File: src/rtl/zero_run_pkg.sv
// zero_run_pkg: shared state encoding and default sizing for the zero-run front-end
package zero_run_pkg;
    typedef enum logic {S_ONES, S_ZEROS} state_t;
    localparam int RUN_W_DEF     = 4;
    localparam int MAX_RUN_DEF   = 9;
    localparam int FRAME_LEN_DEF = 16;
endpackage

File: src/rtl/zero_run_extractor_if.sv
// zero_run_if: serial bit input and run/frame report outputs of the zero-run extractor
interface zero_run_if
    import zero_run_pkg::*;
#(
    parameter int RUN_W     = RUN_W_DEF,
    parameter int FRAME_LEN = FRAME_LEN_DEF
);
    localparam int FRAME_W = $clog2(FRAME_LEN + 1);
    logic               i_VALID;
    logic               i_DATA;
    logic               i_CLEAR;
    logic               o_zero_en;
    logic [RUN_W-1:0]   o_run_len;
    logic               o_run_sat;
    logic               o_run_valid;
    logic [FRAME_W-1:0] o_frame_zeros;
    logic               o_frame_end;
    modport master (
        output i_VALID, i_DATA, i_CLEAR,
        input  o_zero_en, o_run_len, o_run_sat, o_run_valid, o_frame_zeros, o_frame_end
    );
    modport slave (
        input  i_VALID, i_DATA, i_CLEAR,
        output o_zero_en, o_run_len, o_run_sat, o_run_valid, o_frame_zeros, o_frame_end
    );
endinterface

File: src/rtl/zero_run_extractor_sat_counter.sv
// sat_counter: saturating up-counter; clear with inc restarts at 1, sat flags a next value at MAX
module sat_counter #(
    parameter int W   = 4,
    parameter int MAX = 9
) (
    input  logic         i_clk,
    input  logic         i_NOT_RESET,
    input  logic         clear,
    input  logic         inc,
    output logic [W-1:0] cnt,
    output logic [W-1:0] nxt,
    output logic         sat
);
    always_comb begin
        nxt = clear ? W'(inc) : (inc && cnt != W'(MAX)) ? cnt + W'(1) : cnt;
        sat = nxt == W'(MAX);
    end

    always_ff @(posedge i_clk or negedge i_NOT_RESET)
        if (!i_NOT_RESET) cnt <= '0;
        else              cnt <= nxt;
endmodule

File: src/rtl/zero_run_extractor.sv
// zero_run_extractor: per-bit zero enable plus run-length and per-frame zero-count reporting
module zero_run_extractor
    import zero_run_pkg::*;
#(
    parameter int RUN_W     = RUN_W_DEF,
    parameter int MAX_RUN   = MAX_RUN_DEF,
    parameter int FRAME_LEN = FRAME_LEN_DEF
) (
    input  logic      i_clk,
    input  logic      i_NOT_RESET,
    zero_run_if.slave bus
);
    localparam int FRAME_W = $clog2(FRAME_LEN + 1);

    state_t             state_q, state_d;
    logic               acc, zero, one, last, run_clr, run_event, run_sat;
    logic [RUN_W-1:0]   run_nxt, unused_run_cnt;
    logic [FRAME_W-1:0] bit_cnt, zero_cnt, unused_zero_nxt;
    logic               unused_zero_sat;

    always_comb begin
        acc       = bus.i_VALID & ~bus.i_CLEAR;
        zero      = acc & ~bus.i_DATA;
        one       = acc & bus.i_DATA;
        last      = acc & (bit_cnt == FRAME_W'(FRAME_LEN - 1));
        run_clr   = bus.i_CLEAR | (zero & (state_q == S_ONES));
        run_event = (one & (state_q == S_ZEROS)) | (zero & last);
        state_d   = (bus.i_CLEAR | last | one) ? S_ONES : zero ? S_ZEROS : state_q;
    end

    always_ff @(posedge i_clk or negedge i_NOT_RESET)
        if (!i_NOT_RESET) state_q <= S_ONES;
        else              state_q <= state_d;

    // A run counter left stale after a close is harmless: the next run start reloads it to 1
    sat_counter #(.W(RUN_W), .MAX(MAX_RUN)) u_run_cnt (
        .i_clk       (i_clk),
        .i_NOT_RESET (i_NOT_RESET),
        .clear       (run_clr),
        .inc         (zero),
        .cnt         (unused_run_cnt),
        .nxt         (run_nxt),
        .sat         (run_sat)
    );

    sat_counter #(.W(FRAME_W), .MAX(FRAME_LEN)) u_zero_cnt (
        .i_clk       (i_clk),
        .i_NOT_RESET (i_NOT_RESET),
        .clear       (bus.i_CLEAR | last),
        .inc         (zero & ~last),
        .cnt         (zero_cnt),
        .nxt         (unused_zero_nxt),
        .sat         (unused_zero_sat)
    );

    always_ff @(posedge i_clk or negedge i_NOT_RESET)
        if (!i_NOT_RESET)              bit_cnt <= '0;
        else if (bus.i_CLEAR || last)  bit_cnt <= '0;
        else if (acc)                  bit_cnt <= bit_cnt + FRAME_W'(1);

    always_ff @(posedge i_clk or negedge i_NOT_RESET)
        if (!i_NOT_RESET) begin
            bus.o_zero_en     <= 1'b0;
            bus.o_run_valid   <= 1'b0;
            bus.o_run_len     <= '0;
            bus.o_run_sat     <= 1'b0;
            bus.o_frame_end   <= 1'b0;
            bus.o_frame_zeros <= '0;
        end else begin
            bus.o_zero_en   <= zero;
            bus.o_run_valid <= run_event;
            bus.o_frame_end <= last;
            if (run_event) begin
                bus.o_run_len <= run_nxt;
                bus.o_run_sat <= run_sat;
            end
            if (last) bus.o_frame_zeros <= zero_cnt + FRAME_W'(zero);
        end
endmodule

File: src/flat_wrapper.sv
// flat-port wrapper written by rule: the top's interface ports become plain ports
module zero_run_extractor_flat import zero_run_pkg::*;
#(
    parameter int RUN_W     = RUN_W_DEF,
    parameter int MAX_RUN   = MAX_RUN_DEF,
    parameter int FRAME_LEN = FRAME_LEN_DEF
)
  (i_clk, i_NOT_RESET, bus_i_VALID, bus_i_DATA, bus_i_CLEAR, bus_o_zero_en, bus_o_run_len, bus_o_run_sat, bus_o_run_valid, bus_o_frame_zeros, bus_o_frame_end);
  zero_run_if #(.RUN_W(RUN_W), .FRAME_LEN(FRAME_LEN)) bus_i ();
  input  logic i_clk;
  input  logic i_NOT_RESET;
  input wire logic [$bits(bus_i.i_VALID)-1:0] bus_i_VALID;
  input wire logic [$bits(bus_i.i_DATA)-1:0] bus_i_DATA;
  input wire logic [$bits(bus_i.i_CLEAR)-1:0] bus_i_CLEAR;
  output wire logic [$bits(bus_i.o_zero_en)-1:0] bus_o_zero_en;
  output wire logic [$bits(bus_i.o_run_len)-1:0] bus_o_run_len;
  output wire logic [$bits(bus_i.o_run_sat)-1:0] bus_o_run_sat;
  output wire logic [$bits(bus_i.o_run_valid)-1:0] bus_o_run_valid;
  output wire logic [$bits(bus_i.o_frame_zeros)-1:0] bus_o_frame_zeros;
  output wire logic [$bits(bus_i.o_frame_end)-1:0] bus_o_frame_end;
  assign bus_i.i_VALID = bus_i_VALID;
  assign bus_i.i_DATA = bus_i_DATA;
  assign bus_i.i_CLEAR = bus_i_CLEAR;
  assign bus_o_zero_en = bus_i.o_zero_en;
  assign bus_o_run_len = bus_i.o_run_len;
  assign bus_o_run_sat = bus_i.o_run_sat;
  assign bus_o_run_valid = bus_i.o_run_valid;
  assign bus_o_frame_zeros = bus_i.o_frame_zeros;
  assign bus_o_frame_end = bus_i.o_frame_end;
  zero_run_extractor #(.RUN_W(RUN_W), .MAX_RUN(MAX_RUN), .FRAME_LEN(FRAME_LEN)) u_core (.i_clk(i_clk), .i_NOT_RESET(i_NOT_RESET), .bus(bus_i));
endmodule
File: config.mk
export PLATFORM = sky130hd
export DESIGN_NAME = zero_run_extractor_flat
export DESIGN_NICKNAME = d
export VERILOG_FILES = /design/src/rtl/zero_run_pkg.sv /design/src/rtl/zero_run_extractor_if.sv /design/src/rtl/zero_run_extractor_sat_counter.sv /design/src/rtl/zero_run_extractor.sv /design/src/flat_wrapper.sv
export SDC_FILE = /design/constraint.sdc
export NUM_CORES = 1
export LEC_CHECK = 0
export ABC_AREA = 1
export BUFFER_PORTS_ARGS = -buffer_cell sky130_fd_sc_hd__buf_2
export CELL_PAD_IN_SITES_DETAIL_PLACEMENT = 2
export CELL_PAD_IN_SITES_GLOBAL_PLACEMENT = 2
export CORE_ASPECT_RATIO = 0.5
export CORE_MARGIN = 4
export CORE_UTILIZATION = 37
export CTS_CLUSTER_DIAMETER = 150
export DETAILED_ROUTE_END_ITERATION = 7
export GPL_ROUTABILITY_DRIVEN = 0
export PLACE_DENSITY_LB_ADDON = 0.1
export RECOVER_POWER = 25
export SYNTH_ARGS = -nofsm -noshare
export SYNTH_HDL_FRONTEND = slang
export SYNTH_SLANG_ARGS = --single-unit
export TNS_END_PERCENT = 1
File: constraint.sdc
create_clock -name i_clk -period 3.4 [get_ports i_clk]
set_clock_uncertainty 0.2 [all_clocks]
set_input_delay 0.68 -clock i_clk [delete_from_list [all_inputs] [get_ports i_clk]]
set_output_delay 0.68 -clock i_clk [all_outputs]
set_load 0.02 [all_outputs]
# Yosys cells after proc, flatten, opt, wreduce, memory -nomap -nowiden
# Index checks and enable logic that the tools add are counted.
[op_classes] addsub=4 n_eq_ne=4 n_mux=8 n_bitwise=16 n_reduce_logical=6
[op_table] operator="5-bit 2-to-1 mux" n=4
[op_table] operator="5-bit by 1-bit adder with 5-bit output, second input constant" n=2
[op_table] operator="1-bit bitwise AND" n=8
[op_table] operator="4-bit 2-to-1 mux" n=2
[op_table] operator="2-bit nonzero test" n=3
[op_table] operator="5-bit by 1-bit adder with 5-bit output" n=1
[op_table] operator="5-bit by 4-bit == test with 1-bit output, second input constant" n=1
[op_table] operator="5-bit != test, second input constant" n=1
[op_table] operator="4-bit by 1-bit adder with 4-bit output, second input constant" n=1
[op_table] operator="4-bit == test, second input constant" n=1
[op_table] operator="4-bit != test, second input constant" n=1
[op_table] operator="1-bit inverter" n=4
[op_table] operator="1-bit bitwise OR" n=4
[op_table] operator="1-bit logical AND" n=2
[op_table] operator="1-bit 2-to-1 mux" n=2
[op_table] operator="1-bit logical OR" n=1
[totals] ff_bits=28 output_inout_bits=13 word_cells=48

# Depth between registers and ports, before layout
[logic_depth] word_depth=8 depth_mapped=12 depth_no_buf=12

# Hierarchy
# A second synthesis with hierarchy kept.
[unflattened] hier_cells=199 area_unflattened_um2=1570.3
[modules_own_cells] module="zero_run_extractor" instances=1 cells_per_inst=105 area_each_um2=894.6 seq_area_each_um2=475.5
[modules_own_cells] module="sat_counter (u_core.u_zero_cnt)" instances=1 cells_per_inst=50 area_each_um2=374.1 seq_area_each_um2=125.1
[modules_own_cells] module="sat_counter (u_core.u_run_cnt)" instances=1 cells_per_inst=44 area_each_um2=301.5 seq_area_each_um2=100.1

# Least setup slack after synthesis
# OpenSTA, ideal clock, no wires.
[synth_path] kind="register -> register" startpoint="reg u_core.bit_cnt[0]" endpoint="reg u_core.u_zero_cnt.cnt[3]" arrival_time_ps=1554 t_required_ps=3105 slack_ps=1550 stages_incl_launch_ff=11 n_path_buf=1 period_less_slack_ps=1850 cell_sequence="dfrtp_1 > ha_1 > nand2_1 > nor2_1 > ha_1 > inv_1 > nor2_2 > inv_2 > buf_4 > nand2_2 > o31ai_1"
[synth_between] elab_chain_cells=6 word_cells_on_any_way=8 cone_classes="eq/ne (1); mux (1); bitwise (4); reduce/logical (2)"
[synth_lines] item="start: declaration" line="zero_run_extractor.sv:18" text="logic [FRAME_W-1:0] bit_cnt, zero_cnt, unused_zero_nxt;"
[synth_lines] item="start signal: assignment" line="zero_run_extractor.sv:59" text="else if (acc) bit_cnt <= bit_cnt + FRAME_W'(1);"
[synth_lines] item="5-bit by 4-bit == test with 1-bit output *" line="zero_run_extractor.sv:25" text="last = acc & (bit_cnt == FRAME_W'(FRAME_LEN - 1));"
[synth_lines] item="1-bit bitwise AND *" line="zero_run_extractor.sv:25"
[synth_lines] item="named net u_core.last" line="zero_run_extractor.sv:16" text="logic acc, zero, one, last, run_clr, run_event, run_sat;"
[synth_lines] item="1-bit inverter" line="zero_run_extractor.sv:50" text=".inc (zero & ~last),"
[synth_lines] item="1-bit bitwise AND" line="zero_run_extractor.sv:50"
[synth_lines] item="1-bit logical AND" line="zero_run_extractor_sat_counter.sv:15" text="nxt = clear ? W'(inc) : (inc && cnt != W'(MAX)) ? cnt + W'(1) : cnt;"
[synth_lines] item="2-bit nonzero test (no source line)"
[synth_lines] item="end signal: assignment" line="zero_run_extractor_sat_counter.sv:21" text="else cnt <= nxt;"
[synth_lines] item="end: declaration" line="zero_run_extractor_sat_counter.sv:10" text="output logic [W-1:0] cnt,"
# The timed path passes the listed nets; every way through them passes the cells marked *.
# A chain may end at the register's enable or synchronous reset.

# Final worst setup path
[layout_path] startpoint="reg u_core.bit_cnt[0]" endpoint="reg u_core.bus.o_run_sat"
[layout_between] elab_chain_cells=4
[layout_lines] item="5-bit by 4-bit == test with 1-bit output" line="zero_run_extractor.sv:25"
[layout_lines] item="1-bit bitwise AND" line="zero_run_extractor.sv:25"
[layout_lines] item="named net u_core.last" line="zero_run_extractor.sv:16"
[layout_lines] item="1-bit bitwise AND" line="zero_run_extractor.sv:27" text="run_event = (one & (state_q == S_ZEROS)) | (zero & last);"
[layout_lines] item="1-bit bitwise OR" line="zero_run_extractor.sv:27"
[layout_lines] item="named net u_core.run_event" line="zero_run_extractor.sv:16"
[layout_lines] item="end signal: assignment" line="zero_run_extractor.sv:75" text="bus.o_run_sat <= run_sat;"
[layout_lines] item="end: declaration" line="zero_run_extractor_if.sv:24" text="output o_zero_en, o_run_len, o_run_sat, o_run_valid, o_frame_zeros, o_frame_end"
# The timed path passes the listed nets, and every way through them passes these cells.

==> flow_results.xml <==
<?xml version="1.0" encoding="UTF-8"?>
<metrics>
  <group name="yosys">
    <metric name="synth.lib_cells_used.distinct" unit="">31</metric>
    <metric name="postSynthAreaPerCell" unit="sq um">8.74</metric>
    <metric name="yosysSeqAreaShare" unit="">0.480</metric>
    <metric name="combinational_family_with_the_most_area_after_synthesis" unit="">simple AND/OR/NAND/NOR gates</metric>
    <metric name="register_bit_total_from_synthesis" unit="">28</metric>
    <metric name="postSynthCellCount" unit="">167</metric>
    <metric name="synth_simple_gate_area_frac" unit="">0.269</metric>
    <metric name="synth-edff-count" unit="">0</metric>
    <metric name="post_synth_instance_area" unit="sq um">1460</metric>
    <metric name="synth-xor-area-share" unit="">0.0300</metric>
    <metric name="synth_adder_area_share" unit="">0.0600</metric>
    <metric name="mappedNetlistNets" unit="">179</metric>
    <metric name="synth_compound_area_frac" unit="">0.0780</metric>
    <metric name="ys.warnings.count" unit="">0</metric>
    <metric name="async_reset_ff_frac" unit="">1.00</metric>
    <metric name="synth.mux.area_fraction" unit="">0.00686</metric>
    <metric name="postSynth.topFlopCell" unit="">sky130_fd_sc_hd__dfrtp_1</metric>
  </group>
  <group name="power_and_ir_drop">
    <metric name="power_frac_comb" unit="">0.100</metric>
    <metric name="share_clk_of_total_power" unit="">0.334</metric>
    <metric name="leakagePower" unit="uW">0.000844</metric>
    <metric name="power_frac_seq" unit="">0.565</metric>
    <metric name="power_report.internal_total" unit="uW">464</metric>
    <metric name="power.net_switching" unit="uW">156</metric>
    <metric name="switching_share" unit="">0.252</metric>
    <metric name="cellPowerDensity" unit="nW/um^2">377</metric>
    <metric name="vdd_drop_max" unit="mV">0.179</metric>
  </group>
  <group name="timing">
    <metric name="total_neg_setup_slack" unit="ps">0</metric>
    <metric name="period_share" unit="">0.621</metric>
    <metric name="setup_viol" unit="">0</metric>
    <metric name="rsz0062_at_grt" unit="">false</metric>
    <metric name="final_max_slew_viol_count" unit="">29</metric>
    <metric name="timing_worst_slew_pin_value" unit="ps">1560</metric>
    <metric name="slew-limit-headroom" unit="">-0.0421</metric>
    <metric name="final-hold-violation-count" unit="">0</metric>
    <metric name="max_fclk" unit="GHz">0.474</metric>
    <metric name="final_period_minus_worst_setup_slack" unit="ps">2110</metric>
    <metric name="hold-worst-slack" unit="ps">297</metric>
  </group>
  <group name="outcome">
    <metric name="violations_in_the_final_reports" unit="">capacitance limit, slew limit</metric>
    <metric name="run_status" unit="">finished with violations</metric>
  </group>
  <group name="hold_path">
    <metric name="whs_path_depth" unit="">2</metric>
    <metric name="worstHoldPathType" unit="">reg2reg</metric>
  </group>
  <group name="finish">
    <metric name="area_growth_syn_to_layout" unit="%">12.7</metric>
    <metric name="post_route_cells_drive_above_1_share" unit="">0.205</metric>
    <metric name="final.fill_count" unit="">429</metric>
    <metric name="antenna_cells" unit="">0</metric>
    <metric name="final_net_count" unit="">198</metric>
  </group>
  <group name="clocking">
    <metric name="num_cts_buffers" unit="">3</metric>
    <metric name="numClockSinks" unit="">28</metric>
    <metric name="clockRootBuffer" unit="">sky130_fd_sc_hd__clkbuf_8</metric>
    <metric name="ctsHoldBuffers" unit="">0</metric>
    <metric name="clkSlewWorstSetupHoldPaths" unit="ps">100</metric>
    <metric name="clock_tree_from_tritoncts" unit="">done</metric>
    <metric name="htreeDepth" unit="">1</metric>
    <metric name="cts_post_setup_buffers_inserted" unit="">0</metric>
    <metric name="clock_insertion_delay_worst_skew" unit="ps">280</metric>
    <metric name="cts-resized-gates" unit="">0</metric>
    <metric name="clockBufferDepth" unit="">2</metric>
  </group>
  <group name="setup_path">
    <metric name="timing.critical_path.mode_cell" unit="">sky130_fd_sc_hd__nand2_1</metric>
    <metric name="worst_setup_path_startpoint" unit="">u_core.bit_cnt[0]$_DFFE_PN0P_</metric>
    <metric name="timing.rr.start" unit="">u_core.bit_cnt[0]$_DFFE_PN0P_</metric>
    <metric name="worst-path-buf-inv" unit="">3</metric>
    <metric name="worstSetupStartpointType" unit="">flip-flop</metric>
    <metric name="critical_path_s_largest_stage_delay" unit="ps">420</metric>
    <metric name="worst-setup-path-type" unit="">reg2reg</metric>
    <metric name="r2r_slack" unit="ps">1290</metric>
    <metric name="worstPathRequired" unit="ps">3380</metric>
    <metric name="critPathArrivalTime" unit="ps">2090</metric>
    <metric name="timing.critical_path.cells" unit="">ha_1 -&gt; nand2_1 -&gt; nor2_1 -&gt; ha_1 -&gt; inv_1 -&gt; nor2_2 -&gt; inv_2 -&gt; o22ai_2 -&gt; inv_2 -&gt; nor2_1 -&gt; nand2_1 -&gt; nand2_1</metric>
    <metric name="rr_worst_depth" unit="">12</metric>
    <metric name="slowest_stage" unit="">sky130_fd_sc_hd__dfrtp_1</metric>
    <metric name="cpLargestDelayFamily" unit="">buffers and inverters</metric>
    <metric name="r2r_end" unit="">u_core.bus.o_run_sat$_DFFE_PN0P_</metric>
    <metric name="worst_setup_path_endpoint" unit="">u_core.bus.o_run_sat$_DFFE_PN0P_</metric>
    <metric name="worst_setup_path_end_kind" unit="">flip-flop</metric>
    <metric name="timing.critical_path.fanout_max" unit="">11</metric>
    <metric name="timing.critical_path.depth" unit="">12</metric>
  </group>
  <group name="floorplan">
    <metric name="die_width" unit="um">96.8</metric>
    <metric name="floorplan.die_area" unit="sq um">5080</metric>
    <metric name="top_level_ports" unit="">18</metric>
    <metric name="start_util" unit="">0.405</metric>
    <metric name="num_rows" unit="">15</metric>
    <metric name="chipHeight" unit="um">52.4</metric>
    <metric name="floorplan.core_area" unit="sq um">3600</metric>
  </group>
  <group name="routing">
    <metric name="remaining_drc_errors" unit="">0</metric>
    <metric name="wl_per_cell" unit="um">16.0</metric>
    <metric name="mean_number_of_vias_per_cell" unit="">4.96</metric>
    <metric name="drt_iter0_drc" unit="">25</metric>
    <metric name="antenna_violating_nets_post_route" unit="">0</metric>
    <metric name="via_count" unit="">1171</metric>
    <metric name="wl" unit="mm">3.78</metric>
    <metric name="number_of_iterations_in_the_first_detailed_routing_pass" unit="">3</metric>
  </group>
  <group name="placed_design">
    <metric name="place.detailed.hpwl" unit="mm">2.86</metric>
    <metric name="port_buffers" unit="">17</metric>
  </group>
  <group name="global_route">
    <metric name="first_global_vias" unit="">1341</metric>
    <metric name="grt_antenna_before_repair" unit="">0</metric>
    <metric name="grt_first_pass_wirelength" unit="mm">6.65</metric>
    <metric name="grt_total_ovfl" unit="">0</metric>
    <metric name="pin_count_of_the_biggest_net_entering_global_routing" unit="">29</metric>
    <metric name="grt_use_total" unit="">0.169</metric>
  </group>
  <group name="job">
    <metric name="cap_violations" unit="">1</metric>
  </group>
</metrics>
## layout make-up
class	instances	area, sq um	area share
Multi-Input combinational cell	111	648	0.394
Inverter	25	93.8	0.0570
Clock buffer	4	55.1	0.0335
Timing Repair Buffer	17	83.8	0.0510
Sequential cell	28	701	0.426
Tap cell	51	63.8	0.0388
## state kept, by name, indices dropped and copies added (netlist names), 4 cells and up
name                      count
u_core.bus.o_frame_zeros      5
u_core.u_zero_cnt.cnt         5
u_core.u_run_cnt.cnt          4
u_core.bit_cnt                5
u_core.bus.o_run_len          4
## worst min-delay path by stage
| stage | startpoint | to | slack (ps) |
|---|---|---|---|
| global route | u_core.bus.o_run_sat$_DFFE_PN0P_ | u_core.bus.o_run_sat$_DFFE_PN0P_ | 330 |
| detailed placement | u_core.bus.o_run_sat$_DFFE_PN0P_ | u_core.bus.o_run_sat$_DFFE_PN0P_ | 280 |
| finish | u_core.bus.o_run_sat$_DFFE_PN0P_ | u_core.bus.o_run_sat$_DFFE_PN0P_ | 300 |
| CTS | i_NOT_RESET | u_core.state_q$_DFFE_PN0P_ | 240 |
| global placement | u_core.bus.o_frame_zeros[1]$_DFFE_PN0P_ | u_core.bus.o_frame_zeros[1]$_DFFE_PN0P_ | 260 |
| floorplan | i_NOT_RESET | u_core.bit_cnt[0]$_DFFE_PN0P_ | 180 |
## stage by stage
| step | cells | setup slack [ps] | instance area (sq um) | utilization | total power (uW) |
|---|---|---|---|---|---|
| 2_1_floorplan | 167 | 1550 | 1460 | - | 391 |
| 3_3_place_gp | 232 | 1200 | 1590 | 0.442 | 416 |
| 3_5_place_dp | 232 | 1200 | 1590 | 0.442 | 421 |
| 4_1_cts | 236 | 1280 | 1650 | 0.457 | 628 |
| 5_1_grt | 236 | 1110 | 1650 | 0.457 | 658 |
| 6_report | 236 | 1290 | 1650 | 0.457 | 620 |
## cells in the mapped netlist (2+ instances only)
cell type	instances	area share
sky130_fd_sc_hd__nand3_1	14	0.048
sky130_fd_sc_hd__ha_1	7	0.060
sky130_fd_sc_hd__nand2_2	2	0.0086
sky130_fd_sc_hd__nor2_2	3	0.013
sky130_fd_sc_hd__o21ai_0	4	0.014
sky130_fd_sc_hd__inv_1	20	0.051
sky130_fd_sc_hd__xor2_1	4	0.024
sky130_fd_sc_hd__nand2_4	2	0.015
sky130_fd_sc_hd__o22ai_1	2	0.0086
sky130_fd_sc_hd__nor2_1	9	0.023
sky130_fd_sc_hd__o21ai_1	7	0.024
sky130_fd_sc_hd__a21oi_1	2	0.0069
sky130_fd_sc_hd__nor3_1	2	0.0069
sky130_fd_sc_hd__nand2_1	41	0.11
sky130_fd_sc_hd__dfrtp_1	28	0.48
sky130_fd_sc_hd__inv_2	5	0.013
## cells by family after synthesis
| kind of cell | count (synthesis) |
|---|---|
| XOR/XNOR | 5 |
| adder cells (fa/ha/maj) | 7 |
| buffers and inverters | 28 |
| AND/OR/NAND/NOR | 79 |
| AO/OA/AOI/OAI | 19 |
| multiplexers | 1 |
| flip-flops | 28 |
## layer usage
layer,wire [um],vias to the layer above,GRT usage
li1,-,563,-
met1,1740,597,0.201
met2,1950,9,0.321
met3,83,2,0.0398
met4,13,0,0.0280
met5,0,-,0
## cells in the final DEF (no fill, tap or decap), drive strengths merged, types with 2 or more instances in the layout
master / netlist / final
ha: 7 / 7
clkbuf: 1 / 5
buf: 2 / 16
nor2: 14 / 14
o22ai: 3 / 3
nand3: 16 / 16
xor2: 4 / 4
nor3: 2 / 2
dfrtp: 28 / 28
o21ai: 11 / 11
inv: 25 / 25
nand2: 45 / 45
a21oi: 2 / 2
## power groups by stage
stage	logic (uW)	registers (uW)	clock network, uW
3_5_place_dp	63.4	357	0
4_1_cts	64.3	351	213
3_3_place_gp	60.4	356	0
2_1_floorplan	31.1	360	0
6_report	62.3	351	207
5_1_grt	72.1	352	235
## worst register-to-register path, stage by stage, from the launching register on
cell and delay (ps):
sky130_fd_sc_hd__dfrtp_1 420, sky130_fd_sc_hd__ha_1 220, sky130_fd_sc_hd__nand2_1 70, sky130_fd_sc_hd__nor2_1 40, sky130_fd_sc_hd__ha_1 190, sky130_fd_sc_hd__inv_1 170, sky130_fd_sc_hd__nor2_2 90, sky130_fd_sc_hd__inv_2 170
sky130_fd_sc_hd__o22ai_2 110, sky130_fd_sc_hd__inv_2 160, sky130_fd_sc_hd__nor2_1 70, sky130_fd_sc_hd__nand2_1 60, sky130_fd_sc_hd__nand2_1 40
(Power assumes the default switching activity.)
